==> config.mk <==
export PLATFORM = sky130hd
export DESIGN_NAME = ball_speed_ctrl
export DESIGN_NICKNAME = d
export VERILOG_FILES = /design/src/rtl/ball_speed_ctrl.sv
export SDC_FILE = /design/constraint.sdc
export NUM_CORES = 1
export LEC_CHECK = 0
export CORE_ASPECT_RATIO = 0.6
export CORE_MARGIN = 2
export CORE_UTILIZATION = 54
export DETAILED_ROUTE_END_ITERATION = 10
export GPL_TIMING_DRIVEN = 0
export PLACE_DENSITY = 0.8
export REMOVE_ABC_BUFFERS = 1
export SLEW_MARGIN = 5
export SYNTH_ARGS = -nofsm -noshare
export SYNTH_HDL_FRONTEND = slang
export SYNTH_SLANG_ARGS = --single-unit
==> constraint.sdc <==
create_clock -name clk_100MHz -period 3.55 [get_ports clk_100MHz]
set_input_delay 1.065 -clock clk_100MHz [delete_from_list [all_inputs] [get_ports clk_100MHz]]
set_output_delay 1.065 -clock clk_100MHz [all_outputs]
set_load 0.05 [all_outputs]
==> src/rtl/ball_speed_ctrl.sv <==
// Pong ball-speed controller: steps speed up on paddle hits, saturates at SPEED_MAX.
// Define BALL_SPEED_BOOST_EN to add a timed speed boost every BOOST_TICKS rally cycles.
module ball_speed_ctrl #(
    parameter int          SPEED_W       = 10,
    parameter int          SPEED_INIT    = 10,
    parameter int          SPEED_MAX     = 40,
    parameter int          SPEED_STEP    = 1,
    parameter int          HITS_PER_STEP = 1,
    parameter int          HIT_W         = 8,
    parameter int unsigned BOOST_TICKS   = 500_000_000
) (
    input  logic               clk_100MHz,
    input  logic               Reset,
    input  logic               game_start,
    input  logic               calc_start,
    input  logic [2:0]         collision,
    input  logic               point_scored,
    output logic [SPEED_W-1:0] ball_speed,
    output logic               calc_done,
    output logic [HIT_W-1:0]   hit_count,
    output logic               at_max
);

    localparam int SUB_W = (HITS_PER_STEP > 1) ? $clog2(HITS_PER_STEP) : 1;

    if (SPEED_INIT > SPEED_MAX || HITS_PER_STEP < 1 || BOOST_TICKS < 1) begin : g_bad_param
        $error("ball_speed_ctrl: illegal parameter combination");
    end

    typedef enum logic [1:0] {IDLE, RALLY, UPDATE} state_t;

    state_t             state, state_next;
    logic [2:0]         col_q, col_next;
    logic [SUB_W-1:0]   sub_cnt, sub_next;
    logic [SPEED_W-1:0] speed_next;
    logic [HIT_W-1:0]   hit_next;
    logic               done_next;
    logic               active;
    logic               paddle;
    logic               hit_step;
    logic               step;
    logic [SPEED_W:0]   speed_sum;

    assign active    = game_start && (state != IDLE);
    assign paddle    = game_start && (state == UPDATE) && !point_scored && (col_q[0] | col_q[1]);
    assign hit_step  = paddle && (sub_cnt == SUB_W'(HITS_PER_STEP - 1));
    // One bit of headroom so the increment can never wrap before the ceiling compare.
    assign speed_sum = {1'b0, ball_speed} + (SPEED_W + 1)'(SPEED_STEP);

`ifdef BALL_SPEED_BOOST_EN
    localparam int TMR_W = (BOOST_TICKS > 1) ? $clog2(BOOST_TICKS) : 1;

    logic [TMR_W-1:0] timer;
    logic             boost;

    assign boost = active && !point_scored && (timer == TMR_W'(BOOST_TICKS - 1));
    assign step  = hit_step | boost;

    always_ff @(posedge clk_100MHz or posedge Reset) begin
        if (Reset)
            timer <= '0;
        else if (!active || point_scored || step)
            timer <= '0;
        else
            timer <= timer + 1'b1;
    end
`else
    assign step = hit_step;
`endif

    always_comb begin
        state_next = state;
        speed_next = ball_speed;
        hit_next   = hit_count;
        sub_next   = sub_cnt;
        col_next   = col_q;
        done_next  = 1'b0;
        if (!game_start) begin
            state_next = IDLE;
            speed_next = SPEED_W'(SPEED_INIT);
            hit_next   = '0;
            sub_next   = '0;
        end else begin
            unique case (state)
                IDLE:  state_next = RALLY;
                RALLY: begin
                    if (!point_scored && calc_start) begin
                        state_next = UPDATE;
                        col_next   = collision;
                    end
                end
                UPDATE: begin
                    state_next = RALLY;
                    done_next  = 1'b1;
                    if (paddle) begin
                        if (hit_count != '1)
                            hit_next = hit_count + 1'b1;
                        sub_next = hit_step ? '0 : sub_cnt + 1'b1;
                    end
                end
                default: state_next = IDLE;
            endcase
            if (step)
                speed_next = (speed_sum > (SPEED_W + 1)'(SPEED_MAX)) ? SPEED_W'(SPEED_MAX)
                                                                     : speed_sum[SPEED_W-1:0];
            // A scored point overrides any same-cycle update.
            if (point_scored && state != IDLE) begin
                speed_next = SPEED_W'(SPEED_INIT);
                hit_next   = '0;
                sub_next   = '0;
            end
        end
    end

    always_ff @(posedge clk_100MHz or posedge Reset) begin
        if (Reset) begin
            state      <= IDLE;
            col_q      <= '0;
            sub_cnt    <= '0;
            ball_speed <= SPEED_W'(SPEED_INIT);
            hit_count  <= '0;
            calc_done  <= 1'b0;
            at_max     <= (SPEED_INIT == SPEED_MAX);
        end else begin
            state      <= state_next;
            col_q      <= col_next;
            sub_cnt    <= sub_next;
            ball_speed <= speed_next;
            hit_count  <= hit_next;
            calc_done  <= done_next;
            at_max     <= (speed_next == SPEED_W'(SPEED_MAX));
        end
    end

endmodule
# Word level (Yosys, flattened, before mapping)
# Index checks and enable logic that the tools add are counted.
[word_totals] ff_bits=25 inputBits=8 out_inout_bits=20 wordCells=53
[classes] n_addsub=3 magnitude_cmp=1 eq_ne=8 muxes=19 n_bitwise=2 n_reduce_logical=13
[op_table] cell="10-bit 2-to-1 mux" n=4
[op_table] cell="8-bit 2-to-1 mux" n=5
[op_table] cell="10-bit by 1-bit adder with 11-bit output, second input constant" n=1
[op_table] cell="11-bit by 6-bit > comparator with 1-bit output, second input constant" n=1
[op_table] cell="10-bit by 6-bit equality test with 1-bit output, second input constant" n=1
[op_table] cell="3-bit by 1-bit != test with 1-bit output, second input constant" n=3
[op_table] cell="8-bit by 1-bit adder with 8-bit output, second input constant" n=1
[op_table] cell="8-bit != test, second input constant" n=1
[op_table] cell="1-bit 2-to-1 mux" n=7
[op_table] cell="1-bit logical AND" n=6
[op_table] cell="3-bit AND reduction" n=2
[op_table] cell="2-bit 2-to-1 mux" n=2
[op_table] cell="2-bit case mux with 2 select lines" n=1
[op_table] cell="3-bit != test, second input constant" n=1
[op_table] cell="2-bit by 1-bit equality test with 1-bit output, second input constant" n=1
[op_table] cell="2-bit equality test, second input constant" n=1
[op_table] cell="2-bit logical NOT" n=1
[op_table] cell="2-bit AND reduction" n=1
[op_table] cell="2-bit nonzero test" n=1
[op_table] cell="2-bit OR reduction" n=1
[op_table] cell="1-bit adder, second input constant" n=1
[op_table] cell="1-bit logical NOT" n=1
[op_table] cell="1-bit inverter" n=1
[op_table] cell="1-bit OR" n=1

# Longest topological paths before layout
# Gate-level depths: netlist of the first run.
[depth] ltp_word=10 ltp_mapped=6 depth_no_buf=6

# Worst setup path before layout of the first run
# No wires, ideal clock.
[synth_timing] path_kind="input to register" from="input point_scored" to="register hit_count[7]" setup_time_ns=0.078 arrival_time_ns=2.338 required_ns=3.472 path_slack_ns=1.134 path_stages=6 path_buffers=1 cell_sequence="o21bai_1 or2_1 buf_6 nor4_4 or3b_1 a21oi_1"
[synth_between] elab_chain_len=5 elab_cells_between_ends=10 cone_classes="eq/ne (3); mux (2); reduce/logical (5)"
[synth_rtl] item="start: declaration" line_no="17" rtl="input logic point_scored,"
[synth_rtl] item="1-bit logical NOT" line_no="45" rtl="assign paddle = game_start && (state == UPDATE) && !point_scored && (col_q[0] | col_q[1]);"
[synth_rtl] item="1-bit logical AND (2 in a row)" line_no="45"
[synth_rtl] item="3-bit by 1-bit != test with 1-bit output (no source line)"
[synth_rtl] item="3-bit AND reduction (no source line)"
[synth_rtl] item="end signal: assignment" line_no="129" rtl="hit_count <= hit_next;"
[synth_rtl] item="end: declaration" line_no="20" rtl="output logic [HIT_W-1:0] hit_count,"
# Parallel ways exist; a longest one is shown, timed or not.
# A chain may end at the register's enable or synchronous reset.

# Final worst setup path of the first run
[layout_timing] from="register ball_speed[3]" to="output ball_speed[3]"
[layout_lines] item="start: declaration" line_no="18" rtl="output logic [SPEED_W-1:0] ball_speed,"
[layout_lines] item="start signal: assignment" line_no="120" rtl="ball_speed <= SPEED_W'(SPEED_INIT);"
[layout_lines] item="start signal: assignment" line_no="128" rtl="ball_speed <= speed_next;"
# No word-level cell between the ends.

==> flow_summary.yaml, run 1 <==
power_and_ir_drop:
  power_leakage_nw: 0.675
  power.combinational.fraction_pct: 6.3
  power_density_nw_per_um2: 291
  power_report.internal_total_mw: 0.383
  power.net_switching_mw: 0.113
  p_sw_share_pct: 22.7
  share_seq_of_total_power_pct: 59.4
  power_frac_clock_pct: 34.2
  vdd_ir_drop_max_uv: 291
worst_setup_path:
  cp-end-kind: "primary output"
  critical_path_required_ns: 2.48
  cp-start-kind: "register"
  regToRegEndpoint: "at_max"
  rr_worst_depth: 6
  cp_slowest_cell: "sky130_fd_sc_hd__clkdlybuf4s50_1"
  r2r_setup_slack_ns: 1.16
  cp_top_family: "buffers and inverters"
  slowest_delay_ns: 0.84
  critical_path_class: "reg -> out"
  path_buf_inv: 1
  timing.critical_path.cells: "clkdlybuf4s50_1"
  crit_fanout: 12
  reg2reg_from: "ball_speed[1]"
  worstPathArrival_ns: 1.77
synth:
  synth_top_flop_cell: "sky130_fd_sc_hd__dfrtp_1"
  synth_enable_flop_cells: 0
  syn_area_um2: 1410
  synth_area_per_cell_um2: 9.31
  synthDistinctLibCells: 45
  synth.most_common_cell: "sky130_fd_sc_hd__dfrtp_1"
  cell_type_with_the_largest_total_area_after_synthesis: "sky130_fd_sc_hd__dfrtp_1"
  postSynth.asyncResetShare_pct: 100
  synthTopCellsByArea: "sky130_fd_sc_hd__dfrtp_1, sky130_fd_sc_hd__nand2_1, sky130_fd_sc_hd__dfstp_2"
  yosysSeqAreaShare_pct: 44.7
  synth.yosys.warnings: 0
  syn_inst: 151
  ys_seq_elements: 25
  netlist.area_leader.share_pct: 41.0
  synthTopCellsByCount: "sky130_fd_sc_hd__dfrtp_1, sky130_fd_sc_hd__nand2_1, sky130_fd_sc_hd__nor2_1, sky130_fd_sc_hd__nor3_1, sky130_fd_sc_hd__nand3_1"
floorplanning:
  initial_utilization_pct: 56.5
  chipWidth_um: 69.9
  fp.dieArea_um2: 3040
  fp-row-count: 14
  top_level_ports: 28
  die_boundary_height_um: 43.5
  design.core.area_um2: 2490
hold_path:
  min_delay_path_depth: 2
  timing.hold.worst.class: "reg -> reg"
  holdPathEnd: "col_q[1]"
  timing.hold.worst.start: "col_q[1]"
drt:
  drc_errors: 0
  route.detailed.vias_per_inst: 5.98
  ant_nets: 0
  routed_wirelength_um: 3110
  vias: 1226
  first_iter_violations: 120
  drt_pre_antenna_iters: 4
  drt-wirelength-per-cell_um: 15.2
timing:
  timing.slew.headroom_pct: 37.6
  maxSlewViolCount: 0
  timing_worst_slew_pin_value_ns: 0.934
  hold_viol_final: 0
  final.period_utilization_pct: 80.0
  setup_tns_ns: 0
  period_needed_ns: 2.84
  maxClockFrequency_ghz: 0.352
  setup_violations: 0
  rsz0062_at_grt: "no"
  fin_skew_ns: 0.00261
global_route:
  grt_usage_pct: 21.4
  grt_pass1_vias: 1051
  largest_net_degree_at_the_start_of_global_routing: 26
  global_route_wire_length_before_repair_um: 4950
  antenna_found_initial: 0
  total_congestion_overflow_after_global_routing: 0
status:
  status: "finished, final reports clean"
placed_design:
  dp.final_hpwl_um: 2250
  final_estimated_routing_congestion_in_global_placement: 0.864
  placement.io_buffers: 26
  place_area_um2: 1660
clocking:
  cts.repair.resized: 0
  cts_hold_repair.buffers: 0
  clock_sinks: 25
  cts_root_buffer: "sky130_fd_sc_hd__clkbuf_8"
  number_of_buffers_added_by_the_clock_tree_synthesis_step: 3
  clock_insertion_delay_worst_skew_ns: 0.27
  cts_setup_buffers: 0
  cts_tree: "yes"
  buffer_levels_on_the_longest_clock_path: 2
  clkTransAtPathRegs_ns: 0.08
  cts_max_level: 1
layout:
  fillerInstances: 197
  multiInputGateArea_um2: 711
  antenna_cells: 0
  layout.nets: 184
  area_growth_syn_to_layout_pct: 21.5
  finalCoreUtilization_pct: 68.6
  layout-drive-gt1-share_pct: 6.36
  ff_latch_area_um2: 628
  final_cell_area_um2: 1710
flow_run:
  max_cap_violations: 0
## worst max-delay path by stage
stage | from | end | slack [ns] | cells after the start
3_5_place_dp | game_start | hit_count[7] | 0.50 | 6
2_1_floorplan | point_scored | hit_count[7] | 1.16 | 5
5_1_grt | ball_speed[3] | ball_speed[3] | 0.66 | 1
3_3_place_gp | game_start | hit_count[7] | 0.54 | 6
6_report | ball_speed[3] | ball_speed[3] | 0.71 | 1
4_1_cts | ball_speed[3] | ball_speed[3] | 0.71 | 1
## tightest hold or removal path: stages, from the launching register on
cell and delay, ns:
sky130_fd_sc_hd__dfrtp_1 0.35, sky130_fd_sc_hd__nand2_1 0.05, sky130_fd_sc_hd__nand2_1 0.05
## cell usage in the layout (no fill, tap or decap), types with 3 or more instances in the layout
cell type                          n
sky130_fd_sc_hd__a211oi_1          4
sky130_fd_sc_hd__a21oi_1           5
sky130_fd_sc_hd__and3_1            4
sky130_fd_sc_hd__clkbuf_8          3
sky130_fd_sc_hd__clkdlybuf4s50_1  26
sky130_fd_sc_hd__dfrtp_1          23
sky130_fd_sc_hd__inv_1             6
sky130_fd_sc_hd__nand2_1          22
sky130_fd_sc_hd__nand3_1           7
sky130_fd_sc_hd__nand4_1           3
sky130_fd_sc_hd__nor2_1            8
sky130_fd_sc_hd__nor2b_1           3
sky130_fd_sc_hd__nor3_1            8
sky130_fd_sc_hd__nor4_1            3
sky130_fd_sc_hd__o211ai_1          3
sky130_fd_sc_hd__o21ai_0           6
sky130_fd_sc_hd__xnor2_1           6
## cell families after synthesis
family,Yosys count,share of synthesized area [%]
compound gates,26,12.5
xor+xnor,8,4.99
fa+ha+maj,2,1.78
buf+inv,14,4.72
flops,25,44.7
mux,1,0.712
simple gates,75,30.6
## sequential cells by signal (all words and copies together) (netlist names)
register    count
ball_speed     10
at_max          1
hit_count       8
col_q           2
sub_cnt         1
state           2
calc_done       1
## power by group through the flow
stage / combinational, mW / sequential, mW / clock (mW)
after CTS: 0.0317 / 0.295 / 0.172
after global routing: 0.0353 / 0.296 / 0.187
final: 0.0315 / 0.295 / 0.170
after detailed placement: 0.0316 / 0.300 / 0
after floorplan: 0.0177 / 0.300 / 0
after global placement: 0.0307 / 0.300 / 0
## per-stage QoR
step / total power, mW / hold slack (ns) / setup WS [ns] / cells
3_5_place_dp: 0.332 / 0.464 / 0.497 / 201
4_1_cts: 0.498 / 0.485 / 0.710 / 205
3_3_place_gp: 0.331 / 0.461 / 0.544 / 201
6_report: 0.496 / 0.486 / 0.710 / 205
5_1_grt: 0.518 / 0.503 / 0.661 / 205
2_1_floorplan: 0.318 / 0.446 / 1.16 / 143
## per-layer routing
layer | part of all wire, % | track usage (%)
met4 | 1.0 | 4.62
met3 | 6.5 | 5.81
met2 | 45 | 33.7
met1 | 48 | 30.3
met5 | 0 | 0
## area by class of cell
class / count / share of cell area (%)
inverters: 6 / 1.32
multi-input cells: 112 / 41.6
well taps: 32 / 2.35
flip-flops and latches: 25 / 36.8
repair buffers: 26 / 15.2
clock buffers: 4 / 2.64
No activity file was read; power rests on OpenSTA's default activity.
==> run 2, diff against run 1 <==
Settings changed: CORE_UTILIZATION 54 to 46, PLACE_DENSITY 0.8 to 0.72.
Clock period 3.55 ns to 2.35 ns, I/O delays scaled along.
==> flow_summary.yaml, run 2 (synthesis results as in run 1) <==
worst_setup_path:
  worstPathArrival_ns: 2.50
  cp_slowest_cell: "sky130_fd_sc_hd__clkdlybuf4s50_1"
  cp-start-kind: "primary input"
  critical_path_class: "in -> reg"
  cp_top_family: "simple AND/OR/NAND/NOR gates"
  slowest_delay_ns: 0.44
  cp-end-kind: "register"
  critical_path_required_ns: 2.56
  path_buf_inv: 1
  timing.critical_path.cells: "clkdlybuf4s50_1, o21bai_2, nor3_2, a21oi_1, nor3_1, o311a_1"
  crit_fanout: 8
layout:
  final_cell_area_um2: 1740
  layout-drive-gt1-share_pct: 8.67
  area_growth_syn_to_layout_pct: 23.6
  layout.nets: 184
  instances_no_fill: 215
  top_flop_regs: "ball_speed: 10 flops, hit_count: 8 flops"
  antenna_cells: 0
  largest_register: "ball_speed"
  largest_register_ff_count: 10
  most-common-layout-cells: "sky130_fd_sc_hd__dfrtp_1, sky130_fd_sc_hd__nand2_1, sky130_fd_sc_hd__clkdlybuf4s50_1"
  layout_commonest_cell: "sky130_fd_sc_hd__dfrtp_1"
power_and_ir_drop:
  vdd_ir_drop_max_uv: 245
  power_leakage_nw: 0.728
  power_density_nw_per_um2: 430
  report.power.total_mw: 0.747
clocking:
  clock_sinks: 25
  cts_hold_repair.buffers: 0
  clock_insertion_delay_worst_skew_ns: 0.27
  cts_tree: "yes"
  cts_max_level: 1
  number_of_buffers_added_by_the_clock_tree_synthesis_step: 3
  buffer_levels_on_the_longest_clock_path: 2
  clkTransAtPathRegs_ns: 0.09
  cts_root_buffer: "sky130_fd_sc_hd__clkbuf_8"
floorplanning:
  chipWidth_um: 75.4
  design.core.area_um2: 2890
  top_level_ports: 28
  die_boundary_height_um: 46.8
  fp.dieArea_um2: 3530
  fp-row-count: 15
  initial_utilization_pct: 48.6
hold_path:
  timing.hold.worst.class: "reg -> reg"
global_route:
  antenna_found_initial: 0
  grt_pass1_vias: 1069
  largest_net_degree_at_the_start_of_global_routing: 26
  total_congestion_overflow_after_global_routing: 0
  grt_usage_pct: 19.6
  global_route_wire_length_before_repair_um: 5170
drt:
  vias: 1214
  drt-wirelength-per-cell_um: 14.5
  ant_nets: 0
  drt_pre_antenna_iters: 4
  routed_wirelength_um: 3110
  drc_errors: 0
  first_iter_violations: 110
  route.detailed.vias_per_inst: 5.65
timing:
  final.period_utilization_pct: 97.2
  setup_tns_ns: 0
  setup_violations: 0
  maxClockFrequency_ghz: 0.438
  timing.hold.ws_ns: 0.506
  timing_worst_slew_pin_value_ns: 0.943
  fin_skew_ns: 0.00488
  hold_viol_final: 0
  timing.slew.headroom_pct: 37.0
  period_needed_ns: 2.29
  maxSlewViolCount: 0
placed_design:
  final_estimated_routing_congestion_in_global_placement: 0.842
  place_inst: 211
  place_area_um2: 1670
  placement.io_buffers: 26
  dp.final_hpwl_um: 2240
status:
  status: "finished, final reports clean"
flow_run:
  max_cap_violations: 0
[run 2: cell count changes in the layout (fill, tap and decap cells not counted)]
cell	before	now
sky130_fd_sc_hd__clkdlybuf4s50_1	26	18
sky130_fd_sc_hd__dlygate4sd2_1	0	6
sky130_fd_sc_hd__o21bai_2	0	1
sky130_fd_sc_hd__dlymetal6s2s_1	0	2
sky130_fd_sc_hd__clkbuf_1	1	0
sky130_fd_sc_hd__ha_4	0	1
sky130_fd_sc_hd__or2_4	0	1
sky130_fd_sc_hd__or2_1	2	1
sky130_fd_sc_hd__clkinv_2	0	1
sky130_fd_sc_hd__o21bai_1	1	0
sky130_fd_sc_hd__ha_1	2	1
[run 2: final timing paths]
check	start	depth (start not counted)	endpoint	slack (ns)
worst max-delay path	point_scored	6	at_max	0.06
worst min-delay path	col_q[1]	2	col_q[1]	0.51
worst max register to register	ball_speed[1]	6	at_max	0.11
worst min register to register	col_q[1]	2	col_q[1]	0.51
max in group asynchronous	Reset	2	hit_count[4]	0.83
min in group asynchronous	Reset	2	state[0]	0.94
[run 2: repair_timing]
action | CTS | global route
endpoints found under the setup margin | 7 | 8
pin swaps | 0 | 2
buffers inserted | 0 | 0
resized for setup | 8 | 4
[run 2: area by class of cell]
| cell class | instances | area [um^2] |
|---|---|---|
| clock inverters | 1 | 5.00 |
| fillers | 272 | 1150 |
| repair buffers | 26 | 258 |
| well taps | 42 | 52.6 |
| clock buffers | 3 | 41.3 |
| multi-input cells | 112 | 729 |
| flip-flops and latches | 25 | 628 |
| inverters | 6 | 22.5 |
[run 2: worst min-delay path, cell delays in order (launching register included)]
cell	delay, ns
sky130_fd_sc_hd__dfrtp_1	0.37
sky130_fd_sc_hd__nand2_1	0.05
sky130_fd_sc_hd__nand2_1	0.05
[run 2: where the power goes]
| group | total (mW) | internal, mW | switching (mW) |
|---|---|---|---|
| logic | 0.0477 | 0.0190 | 0.0287 |
| clock network | 0.252 | 0.119 | 0.134 |
| registers | 0.447 | 0.439 | 0.00745 |
[run 2: per-layer routing]
metal	track usage (%)	part of all wire [%]
met1	28.6	49
met2	29.6	44
met3	4.72	6.2
met4	4.91	0.64
met5	0	0
[run 2: per-stage QoR]
step / utilization (%) / setup WS (ns)
floorplan: - / 0.0671
global placement: 57.9 / -0.301
detailed placement: 57.9 / -0.348
CTS: 59.4 / 0.0401
global route: 60.1 / -0.0114
finish: 60.1 / 0.0649
==> run 3, diff against run 2 <==
Settings changed: GPL_TIMING_DRIVEN 0 to default.
==> flow_summary.yaml, run 3 (synthesis results as in run 1) <==
status:
  status: "finished, final reports clean"
placed_design:
  place_inst: 230
  detailedPlace.worstSlack_ns: -0.251
  final_estimated_routing_congestion_in_global_placement: 0.823
  placement.io_buffers: 26
  dp.final_hpwl_um: 2430
  place_area_um2: 1800
layout:
  final_cell_area_um2: 1850
  largest_register_ff_count: 10
  layout.nets: 203
  layout-drive-gt1-share_pct: 19.8
  finalCoreUtilization_pct: 64.1
  largest_register: "ball_speed"
  most-common-layout-cells: "sky130_fd_sc_hd__buf_4, sky130_fd_sc_hd__dfrtp_1, sky130_fd_sc_hd__nand2_1"
  top_flop_regs: "ball_speed: 10 flops, hit_count: 8 flops"
  layout_commonest_cell: "sky130_fd_sc_hd__buf_4"
  antenna_cells: 0
  instances_no_fill: 234
  area_growth_syn_to_layout_pct: 31.9
timing:
  maxClockFrequency_ghz: 0.435
  timing_worst_slew_pin_value_ns: 0.508
  rsz0062_at_grt: "no"
  hold_viol_final: 0
  timing.slew.headroom_pct: 65.8
  maxSlewViolCount: 0
  setup_violations: 0
  slack_of_the_critical_path_ns: 0.0537
  timing.hold.ws_ns: 0.501
  final.period_utilization_pct: 97.7
  setup_tns_ns: 0
  period_needed_ns: 2.30
  fin_skew_ns: 0.00736
global_route:
  grt_pass1_vias: 1032
  grt.met2_usage_pct: 28.5
  grt_usage_pct: 19.3
  grt_use_met3_pct: 4.51
  global_route_wire_length_before_repair_um: 4970
  antenna_found_initial: 0
  largest_net_degree_at_the_start_of_global_routing: 26
  total_congestion_overflow_after_global_routing: 0
  use_met1_pct: 29.1
  gr-max-usage-layer: "met1"
worst_setup_path:
  critical_path_required_ns: 1.64
  cp_slowest_cell: "sky130_fd_sc_hd__clkdlybuf4s50_1"
  timing.critical_path.cells: "clkdlybuf4s50_1"
  crit_fanout: 8
  critical_path_class: "reg -> out"
  path_buf_inv: 1
  slowest_delay_ns: 0.85
  worstPathArrival_ns: 1.59
  cp-end-kind: "primary output"
  cp-start-kind: "register"
  cp_top_family: "buffers and inverters"
clocking:
  cts_max_level: 1
  clkTransAtPathRegs_ns: 0.09
  number_of_buffers_added_by_the_clock_tree_synthesis_step: 3
  cts_tree: "yes"
  clock_insertion_delay_worst_skew_ns: 0.27
  buffer_levels_on_the_longest_clock_path: 2
  cts_root_buffer: "sky130_fd_sc_hd__clkbuf_8"
  cts_setup_buffers: 0
  clock_sinks: 25
drt:
  vias: 1254
  drt-wirelength-per-cell_um: 13.4
  first_iter_violations: 115
  ant_nets: 0
  drc_errors: 0
  drt_pre_antenna_iters: 4
  routed_wirelength_um: 3150
  route.detailed.vias_per_inst: 5.36
floorplanning:
  initial_utilization_pct: 48.6
  design.core.area_um2: 2890
  die_boundary_height_um: 46.8
  top_level_ports: 28
  fp.dieArea_um2: 3530
  chipWidth_um: 75.4
  fp-row-count: 15
hold_path:
  timing.hold.worst.class: "reg -> reg"
power_and_ir_drop:
  vdd_ir_drop_max_uv: 297
  power_density_nw_per_um2: 408
  report.power.total_mw: 0.756
  power_leakage_nw: 0.784
flow_run:
  max_cap_violations: 0
==> run 3: layout make-up <==
| class | count | area (um^2) |
|---|---|---|
| Clock inverter | 1 | 5.00 |
| Sequential cell | 25 | 628 |
| Clock buffer | 3 | 41.3 |
| Inverter | 6 | 22.5 |
| Timing Repair Buffer | 45 | 390 |
| Fill cell | 258 | 1040 |
| Tap cell | 42 | 52.6 |
| Multi-Input combinational cell | 112 | 713 |
==> run 3: worst paths after layout <==
kind | from | endpoint | slack, ns | depth (start not counted)
min reg2reg | col_q[0] | col_q[0] | 0.50 | 2
max in group asynchronous | Reset | ball_speed[1] | 1.28 | 3
min in group asynchronous | Reset | state[1] | 0.77 | 3
min | col_q[0] | col_q[0] | 0.50 | 2
max | ball_speed[5] | ball_speed[5] | 0.05 | 1
max reg2reg | ball_speed[1] | ball_speed[0] | 0.18 | 7
==> run 3: what timing repair did <==
| item | CTS | global route |
|---|---|---|
| gates resized for setup | 0 | 2 |
| endpoints found under the setup margin | 0 | 5 |
| hold buffers | 0 | 0 |
==> run 3: routing by layer <==
| metal | share of wire [%] | vias up | routed length (um) |
|---|---|---|---|
| met2 | 44 | 37 | 1390 |
| met4 | 0.25 | 0 | 8 |
| li1 | - | 622 | - |
| met5 | 0 | - | 0 |
| met1 | 50 | 593 | 1570 |
| met3 | 5.5 | 2 | 174 |
==> run 3: report_power, final <==
group          switching, mW  leakage, nW  total [mW]  internal, mW
Combinational         0.0331        0.421      0.0608        0.0277
Sequential           0.00617        0.338       0.446         0.439
Clock                  0.131       0.0255       0.250         0.118
Total                  0.171        0.784       0.756         0.586
